## src/rtl/btn_input_conditioner.sv

```systemverilog
// ---------------------------------------------------------------------------
// btn_input_conditioner
//
// Conditions the raw front-panel buttons before the core sees them. Each
// button gets its own channel:
//   - a 2-FF synchroniser on the asynchronous pad level;
//   - a polarity normalisation, so that 1 always means pressed;
//   - a counter-based debouncer that accepts a new level only after it has
//     been held for DEBOUNCE_CYCLES consecutive edges;
//   - registered one-cycle press/release event pulses;
//   - a sticky interrupt-pending bit that is set by a press and cleared by a
//     per-bit acknowledge.
// The pending bits, masked by irq_en, are ORed into a single level interrupt.
//
// Ports:
//   core_clk     in   1        system clock, rising edge
//   core_rst     in   1        synchronous active-high reset
//   btn_in       in   NUM_BTN  raw asynchronous pad levels
//   btn_state    out  NUM_BTN  debounced state, 1 = pressed
//   press_evt    out  NUM_BTN  one-cycle pulse on btn_state 0->1
//   release_evt  out  NUM_BTN  one-cycle pulse on btn_state 1->0
//   irq_en       in   NUM_BTN  per-button interrupt enable
//   irq_ack      in   NUM_BTN  per-bit clear of irq_pend
//   irq_pend     out  NUM_BTN  sticky pending bits, set by press_evt
//   irq          out  1        OR of (irq_pend & irq_en)
// ---------------------------------------------------------------------------
module btn_input_conditioner #(
   parameter int NUM_BTN         = 5,
   parameter int DEBOUNCE_CYCLES = 48000,
   parameter int ACTIVE_LOW      = 1
) (
   input  logic               core_clk,
   input  logic               core_rst,
   input  logic [NUM_BTN-1:0] btn_in,
   output logic [NUM_BTN-1:0] btn_state,
   output logic [NUM_BTN-1:0] press_evt,
   output logic [NUM_BTN-1:0] release_evt,
   input  logic [NUM_BTN-1:0] irq_en,
   input  logic [NUM_BTN-1:0] irq_ack,
   output logic [NUM_BTN-1:0] irq_pend,
   output logic               irq
);

   // Counter only has to reach DEBOUNCE_CYCLES-1, so clog2 bits suffice and
   // it is always cleared before it could wrap.
   localparam int                CNT_W     = $clog2(DEBOUNCE_CYCLES);
   localparam logic [CNT_W-1:0]  CNT_MAX   = CNT_W'(DEBOUNCE_CYCLES - 1);
   // Pad level of a released button; the synchroniser starts here so that
   // reset does not look like a press.
   localparam logic              REL_LEVEL = (ACTIVE_LOW != 0) ? 1'b1 : 1'b0;

   generate
      for (genvar gi = 0; gi < NUM_BTN; gi++) begin : g_chan
         logic             sync1_reg;
         logic             sync2_reg;
         logic             level;
         logic [CNT_W-1:0] cnt_reg;
         logic             state_reg;
         logic             press_reg;
         logic             release_reg;
         logic             pend_reg;

         // Normalised, synchronised level: 1 = pressed.
         assign level = (ACTIVE_LOW != 0) ? ~sync2_reg : sync2_reg;

         always_ff @(posedge core_clk) begin
            if (core_rst) begin
               sync1_reg   <= REL_LEVEL;
               sync2_reg   <= REL_LEVEL;
               cnt_reg     <= '0;
               state_reg   <= 1'b0;
               press_reg   <= 1'b0;
               release_reg <= 1'b0;
               pend_reg    <= 1'b0;
            end else begin
               sync1_reg   <= btn_in[gi];
               sync2_reg   <= sync1_reg;
               press_reg   <= 1'b0;
               release_reg <= 1'b0;

               // Debounce: a differing level must survive CNT_MAX+1 edges in
               // a row; any return to the accepted level restarts the count.
               if (level != state_reg) begin
                  if (cnt_reg == CNT_MAX) begin
                     state_reg   <= level;
                     cnt_reg     <= '0;
                     // Events are registered alongside the state so they are
                     // high exactly in the first cycle of the new state.
                     press_reg   <= level;
                     release_reg <= ~level;
                  end else begin
                     cnt_reg <= cnt_reg + 1'b1;
                  end
               end else begin
                  cnt_reg <= '0;
               end

               // Set has priority over acknowledge so a press arriving in the
               // same cycle as an ack is never lost.
               if (press_reg) begin
                  pend_reg <= 1'b1;
               end else if (irq_ack[gi]) begin
                  pend_reg <= 1'b0;
               end
            end
         end

         assign btn_state[gi]   = state_reg;
         assign press_evt[gi]   = press_reg;
         assign release_evt[gi] = release_reg;
         assign irq_pend[gi]    = pend_reg;
      end
   endgenerate

   // Mask only gates the request, not the pending bits, so enabling an
   // already-pending bit raises irq immediately.
   assign irq = |(irq_pend & irq_en);

endmodule

```

## config.mk

```make
export PLATFORM = sky130hd
export DESIGN_NAME = btn_input_conditioner
export DESIGN_NICKNAME = d
export VERILOG_FILES = /design/src/rtl/btn_input_conditioner.sv
export SDC_FILE = /design/constraint.sdc
export NUM_CORES = 1
export LEC_CHECK = 0
export ABC_AREA = 1
export CAP_MARGIN = 10
export CORE_ASPECT_RATIO = 1.5
export CORE_UTILIZATION = 54
export DETAILED_ROUTE_END_ITERATION = 8
export PLACE_DENSITY = 0.79
export SLEW_MARGIN = 20
export SYNTH_ARGS = -nofsm -noshare
export SYNTH_HDL_FRONTEND = slang
export SYNTH_SLANG_ARGS = --single-unit
```

## constraint.sdc

```tcl
create_clock -name core_clk -period 2.5 [get_ports core_clk]
set_input_delay 0.375 -clock core_clk [delete_from_list [all_inputs] [get_ports core_clk]]
set_output_delay 0.375 -clock core_clk [all_outputs]
set_load 0.01 [all_outputs]
```

* After elaboration in Yosys (flattened, before gate mapping)
Index checks and enable logic that the tools add are counted.
** Storage, ports and cells
- Register bits after elaboration :: 110
- Input port bits :: 17
- Output and inout bits :: 21
- Logic and storage cells :: 97
** Cells by class
- Add/subtract/negate cells :: 5
- Equal/unequal tests :: 10
- Mux-type cells :: 10
- Bitwise gates (word level) :: 16
- Reductions and logical operators :: 21
** Operator list (number)
- 16-bit by 1-bit adder with 16-bit output (second input constant) :: 5
- 16-bit equality test (second input constant) :: 5
- 3-bit OR reduction :: 10
- 1-bit NOT :: 15
- 1-bit two-way mux :: 10
- 2-bit AND reduction :: 5
- 2-bit nonzero test :: 5
- 5-bit AND :: 1
- 1-bit inequality test :: 5
- 5-bit OR reduction :: 1

* Depth between registers and ports, before layout
- Word-level depth :: 4
- Gate-level depth with buffers :: 9
- Mapped depth without buffers :: 9

* Worst setup path after synthesis
Ideal clock, no wire load.
- Kind :: register to register
- Start point :: register g_chan[2].cnt_reg[0]
- End point :: register g_chan[2].cnt_reg[10]
- Setup time :: 0.114 ns
- Data arrival time :: 1.177 ns
- Data required time :: 2.386 ns
- Slack :: 1.208 ns
- Stages on the path, launching flop included :: 8
- Buffers on the path :: 1
- Clock period less this slack :: 1.292 ns
- Cell sequence :: dfxtp_1 > ha_1 > nand3_4 > nor2_2 > nand2_1 > nand2_2 > buf_6 > nor2_1
** On the way
- Longest elaborated chain between the ends :: 2
- Elaborated cells on any way between the ends :: 3
- Those cells by class :: add/sub: 1; eq/ne: 1; reduce/logical: 1
** RTL lines
- start, declared :: RTL line 57 : logic [CNT_W-1:0] cnt_reg;
- start signal, assigned :: RTL line 92 : cnt_reg <= cnt_reg + 1'b1;
- branches (longest 2 deep; another with 16-bit by 1-bit adder with 16-bit output)
Several ways; the timed one is not identified.
A chain may end at the register's enable or synchronous reset.

* Final worst setup path
- Start point :: input irq_en[1]
- End point :: output irq
** On the way
- Longest elaborated chain between the ends :: 2
** RTL lines
- start, declared :: RTL line 38 : input logic [NUM_BTN-1:0] irq_en,
- 5-bit AND :: RTL line 117 : assign irq = |(irq_pend & irq_en);
- 5-bit OR reduction :: RTL line 117
- end, declared :: RTL line 41 : output logic irq
Every way passes these cells.

==> results_tabular.tex <==
\begin{tabular}{lr}
\hline
Metric & Value \\
\hline
\multicolumn{2}{l}{\textbf{Run status}} \\
\quad Run status & completed \\
\multicolumn{2}{l}{\textbf{Detailed routing}} \\
\quad Average detailed-routed wire length per instance & 11.4 um \\
\quad Detailed-route wire length & 9890 um \\
\quad DRC violations left & 0 \\
\quad Number of design-rule violations left by the first detailed-router iteration & approximately 170 \\
\quad ANT nets after route & 0 \\
\quad Count of vias placed by the detailed router & 4428 \\
\quad Number of optimization iterations in the first detailed-route pass & 4 \\
\quad Via density per instance & between 5 and 6 \\
\multicolumn{2}{l}{\textbf{Finish}} \\
\quad Storage element area & 2200 sq um \\
\quad Area Growth Syn to Fin & 11.4\% \\
\quad Utilization after layout & 0.624 \\
\quad Max reg flops & 80 \\
\quad Fraction of final layout cells with drive strength greater than 1 & 0.0780 \\
\quad Fin nets & slightly below 800 \\
\quad Area used by multi-input combinational logic & $\sim$2400 sq um \\
\quad Fill count & between 800 and 900 \\
\quad Diode insertion count for antenna repair & 0 \\
\multicolumn{2}{l}{\textbf{Critical path}} \\
\quad Arrival time worst endpoint & $\sim$1.7 ns \\
\quad Max stage delay cell, worst path & sky130\_fd\_sc\_hd\_\_clkdlybuf4s50\_1 \\
\quad Critical-path cell list & clkdlybuf4s50\_1, nand2\_1, nand2\_1, a221oi\_1, nand2\_1, clkdlybuf4s50\_1 \\
\quad CP most frequent cell & sky130\_fd\_sc\_hd\_\_nand2\_1 \\
\quad Worst Path Class, Setup & input pin to output pin \\
\quad Critical path endpoint category & output pin \\
\quad Setup crit start kind & input pin \\
\quad Data required time at the worst endpoint & between 2 and 2.5 ns \\
\quad Largest stage delay on the critical path & between 0.4 and 0.5 ns \\
\quad Critical path fanouts, max & 1 \\
\multicolumn{2}{l}{\textbf{STA}} \\
\quad Max\_slew headroom & 0.656 \\
\quad Unrepaired setup endpoints after global routing & no \\
\quad Clock Skews & about 0.009 ns \\
\quad Max Clk Rate & 0.483 GHz \\
\quad Hold WS & $\sim$0.42 ns \\
\quad Setup TNS & 0 ns \\
\quad Number of failing setup endpoints in the final timing report & 0 \\
\quad Crit share post-route & 0.829 \\
\quad Hold Fails Final Rpt & 0 \\
\quad Minimum clock period & just over 2 ns \\
\quad Number of pins with negative max-slew slack in the final report & 0 \\
\quad Worst-margin pin slew & about 0.51 ns \\
\multicolumn{2}{l}{\textbf{Global routing}} \\
\quad Total Routing Usage GR & 0.219 \\
\quad Global-route wire length before repair & 17100 um \\
\quad Antenna violations before repair & 0 \\
\quad Largest net degree at the start of global routing & 20 \\
\quad Overflow left after global routing & 0 \\
\quad Number of global-route vias before repair & 4222 \\
\multicolumn{2}{l}{\textbf{Logic synthesis}} \\
\quad Post-synth top flop & sky130\_fd\_sc\_hd\_\_dfxtp\_1 \\
\quad XOR/XNOR Fraction of Synth Area & 0.0571 \\
\quad Mux contribution to synthesized area & 0 \\
\quad Number of library cell types mapped by synthesis & 30 \\
\quad Simple-gate share of the synthesized area & 0.355 \\
\quad Part of the Yosys area used for sequential elements & 0.423 \\
\quad Compound-cell area share of the yosys netlist & 0.0437 \\
\quad Largest area contributor in the netlist & sky130\_fd\_sc\_hd\_\_dfxtp\_1 \\
\quad Proportion of netlist area held by the largest area contributor & 0.423 \\
\quad Synthesized flop and latch total & 110 \\
\quad Synthesis warning total & 0 \\
\quad Nets in the synthesized netlist & approximately 750 \\
\quad Per-instance average area after synthesis & between 7 and 8 sq um \\
\quad Cells after synthesis & approximately 730 \\
\quad Share of synthesized registers carrying an async set or reset & 0 \\
\quad Share of synthesized cell area in full adder, half adder and majority cells & 0.0120 \\
\quad Number of synthesized flops with an enable pin & 0 \\
\quad Synthesized area & 5210 sq um \\
\quad Main combinational cell family by area after synthesis & simple AND/OR/NAND/NOR gates \\
\quad Top post-synthesis cells by area & sky130\_fd\_sc\_hd\_\_dfxtp\_1 42\%, sky130\_fd\_sc\_hd\_\_nand2\_1 13\%, sky130\_fd\_sc\_hd\_\_nor2\_1 10\% \\
\multicolumn{2}{l}{\textbf{Die}} \\
\quad Horiz. Die Dim & just over 80 um \\
\quad Boundary Pins & 38 \\
\quad CORE AREA & 9310 sq um \\
\quad Initial core utilization & 0.560 \\
\quad Die outline area & approximately 10000 sq um \\
\quad Height of the die & roughly 120 um \\
\quad Cell Rows & 43 \\
\multicolumn{2}{l}{\textbf{Clocking}} \\
\quad Clock transition at the registers of the reported paths & $\sim$0.07 ns \\
\quad CTS H-tree depth & 3 \\
\quad CTS tree & built \\
\quad Setup fix buffers added after clock tree synthesis & 0 \\
\quad Maximum clock path buffer count & 2 \\
\quad Root buffer cell & sky130\_fd\_sc\_hd\_\_clkbuf\_16 \\
\quad Post-CTS Hold Buffers & 0 \\
\quad TritonCTS Sinks & 110 \\
\quad Clock insertion delay at the later pin of the skew report & $\sim$0.35 ns \\
\quad Inserted Clock Buffers & 9 \\
\quad Count of instances resized after the clock tree is built & 0 \\
\multicolumn{2}{l}{\textbf{Power}} \\
\quad Design Power & 3270 uW \\
\quad Largest voltage drop on the vdd net & $\sim$400 uV \\
\quad Cell area power density & 564 nW/um\^{}2 \\
\quad Leakage & 0.00218 uW \\
\multicolumn{2}{l}{\textbf{Run}} \\
\quad Max\_cap viols & 0 \\
\multicolumn{2}{l}{\textbf{Place}} \\
\quad HPWL after DPL & roughly 7400 um \\
\quad Port Buffer Count & 37 \\
\quad Placer Congestion & $\sim$0.9 \\
\multicolumn{2}{l}{\textbf{Min path}} \\
\quad Worst hold-check path type & flop to flop \\
\hline
\end{tabular}
-- through the flow --
stage	worst slack, ns	instances	instance area, sq um
2_1_floorplan	1.21	729	5210
3_3_place_gp	0.487	852	5500
3_5_place_dp	0.414	852	5500
4_1_cts	0.407	868	5810
5_1_grt	0.230	868	5810
6_report	0.428	868	5810
-- placed cells by master (no fill, tap or decap), types with 4 or more instances in the layout --
| cell | count |
|---|---|
| sky130_fd_sc_hd__nand4_1 | 18 |
| sky130_fd_sc_hd__nand2_1 | 174 |
| sky130_fd_sc_hd__nand2_2 | 7 |
| sky130_fd_sc_hd__dfxtp_1 | 110 |
| sky130_fd_sc_hd__nor2_2 | 10 |
| sky130_fd_sc_hd__clkdlybuf4s50_1 | 37 |
| sky130_fd_sc_hd__or2_2 | 12 |
| sky130_fd_sc_hd__o21bai_1 | 6 |
| sky130_fd_sc_hd__xor2_1 | 19 |
| sky130_fd_sc_hd__nor2_1 | 142 |
| sky130_fd_sc_hd__clkbuf_16 | 9 |
| sky130_fd_sc_hd__xnor2_1 | 15 |
| sky130_fd_sc_hd__ha_1 | 5 |
| sky130_fd_sc_hd__nand3_1 | 38 |
| sky130_fd_sc_hd__inv_6 | 4 |
| sky130_fd_sc_hd__a21oi_1 | 31 |
| sky130_fd_sc_hd__inv_1 | 90 |
-- final timing paths --
check	start	to	slack, ns	cells after the start
setup / recovery	irq_en[1]	irq	0.43	6
hold / removal	g_chan[3].sync1_reg	g_chan[3].sync2_reg	0.42	1
setup reg to reg	g_chan[0].cnt_reg[0]	g_chan[0].cnt_reg[10]	1.02	8
hold reg to reg	g_chan[3].sync1_reg	g_chan[3].sync2_reg	0.42	1
-- where the power goes --
part | switching [uW] | leakage (uW) | internal (uW)
sequential | 5.13 | 0.000888 | 1760
clock | 656 | 0.000147 | 789
combinational | 30.1 | 0.00114 | 33.7
-- synthesized netlist by cell type (all sizes together) (2+ instances only) --
master and number:
a21oi 32, buf 26, dfxtp 110, ha 5
inv 92, nand2 184, nand3 43, nand3b 2
nand4 18, nor2 154, nor3 3, nor3b 3
o21ai 2, o21bai 6, or2 13, xnor2 15
xor2 19
-- cells by family after synthesis --
family                   count (synthesis)
AO/OA/AOI/OAI                           41
XOR/XNOR                                34
adder cells (fa/ha/maj)                  5
buffers and inverters                  119
flip-flops                             110
AND/OR/NAND/NOR                        420
-- layer usage --
metal	global-route usage	share of wire	up-vias
li1	-	-	2280
met1	0.234	0.42	2040
met2	0.401	0.52	87
met3	0.0468	0.037	21
met4	0.0976	0.021	0
met5	0	0	-
-- worst max-delay path: cells and delay by family --
family / cells / cell delay (ns)
buffers and inverters: 2 / 0.88
AO/OA/AOI/OAI: 1 / 0.25
AND/OR/NAND/NOR: 3 / 0.19
-- final cells by class --
type                    count  area share
flip-flops and latches    110       0.379
inverters                  92      0.0595
multi-input cells         500       0.420
clock inverters             7      0.0134
repair buffers             38      0.0651
clock buffers               9      0.0388
well taps                 112      0.0241
Power figures use the tool's default switching activity.
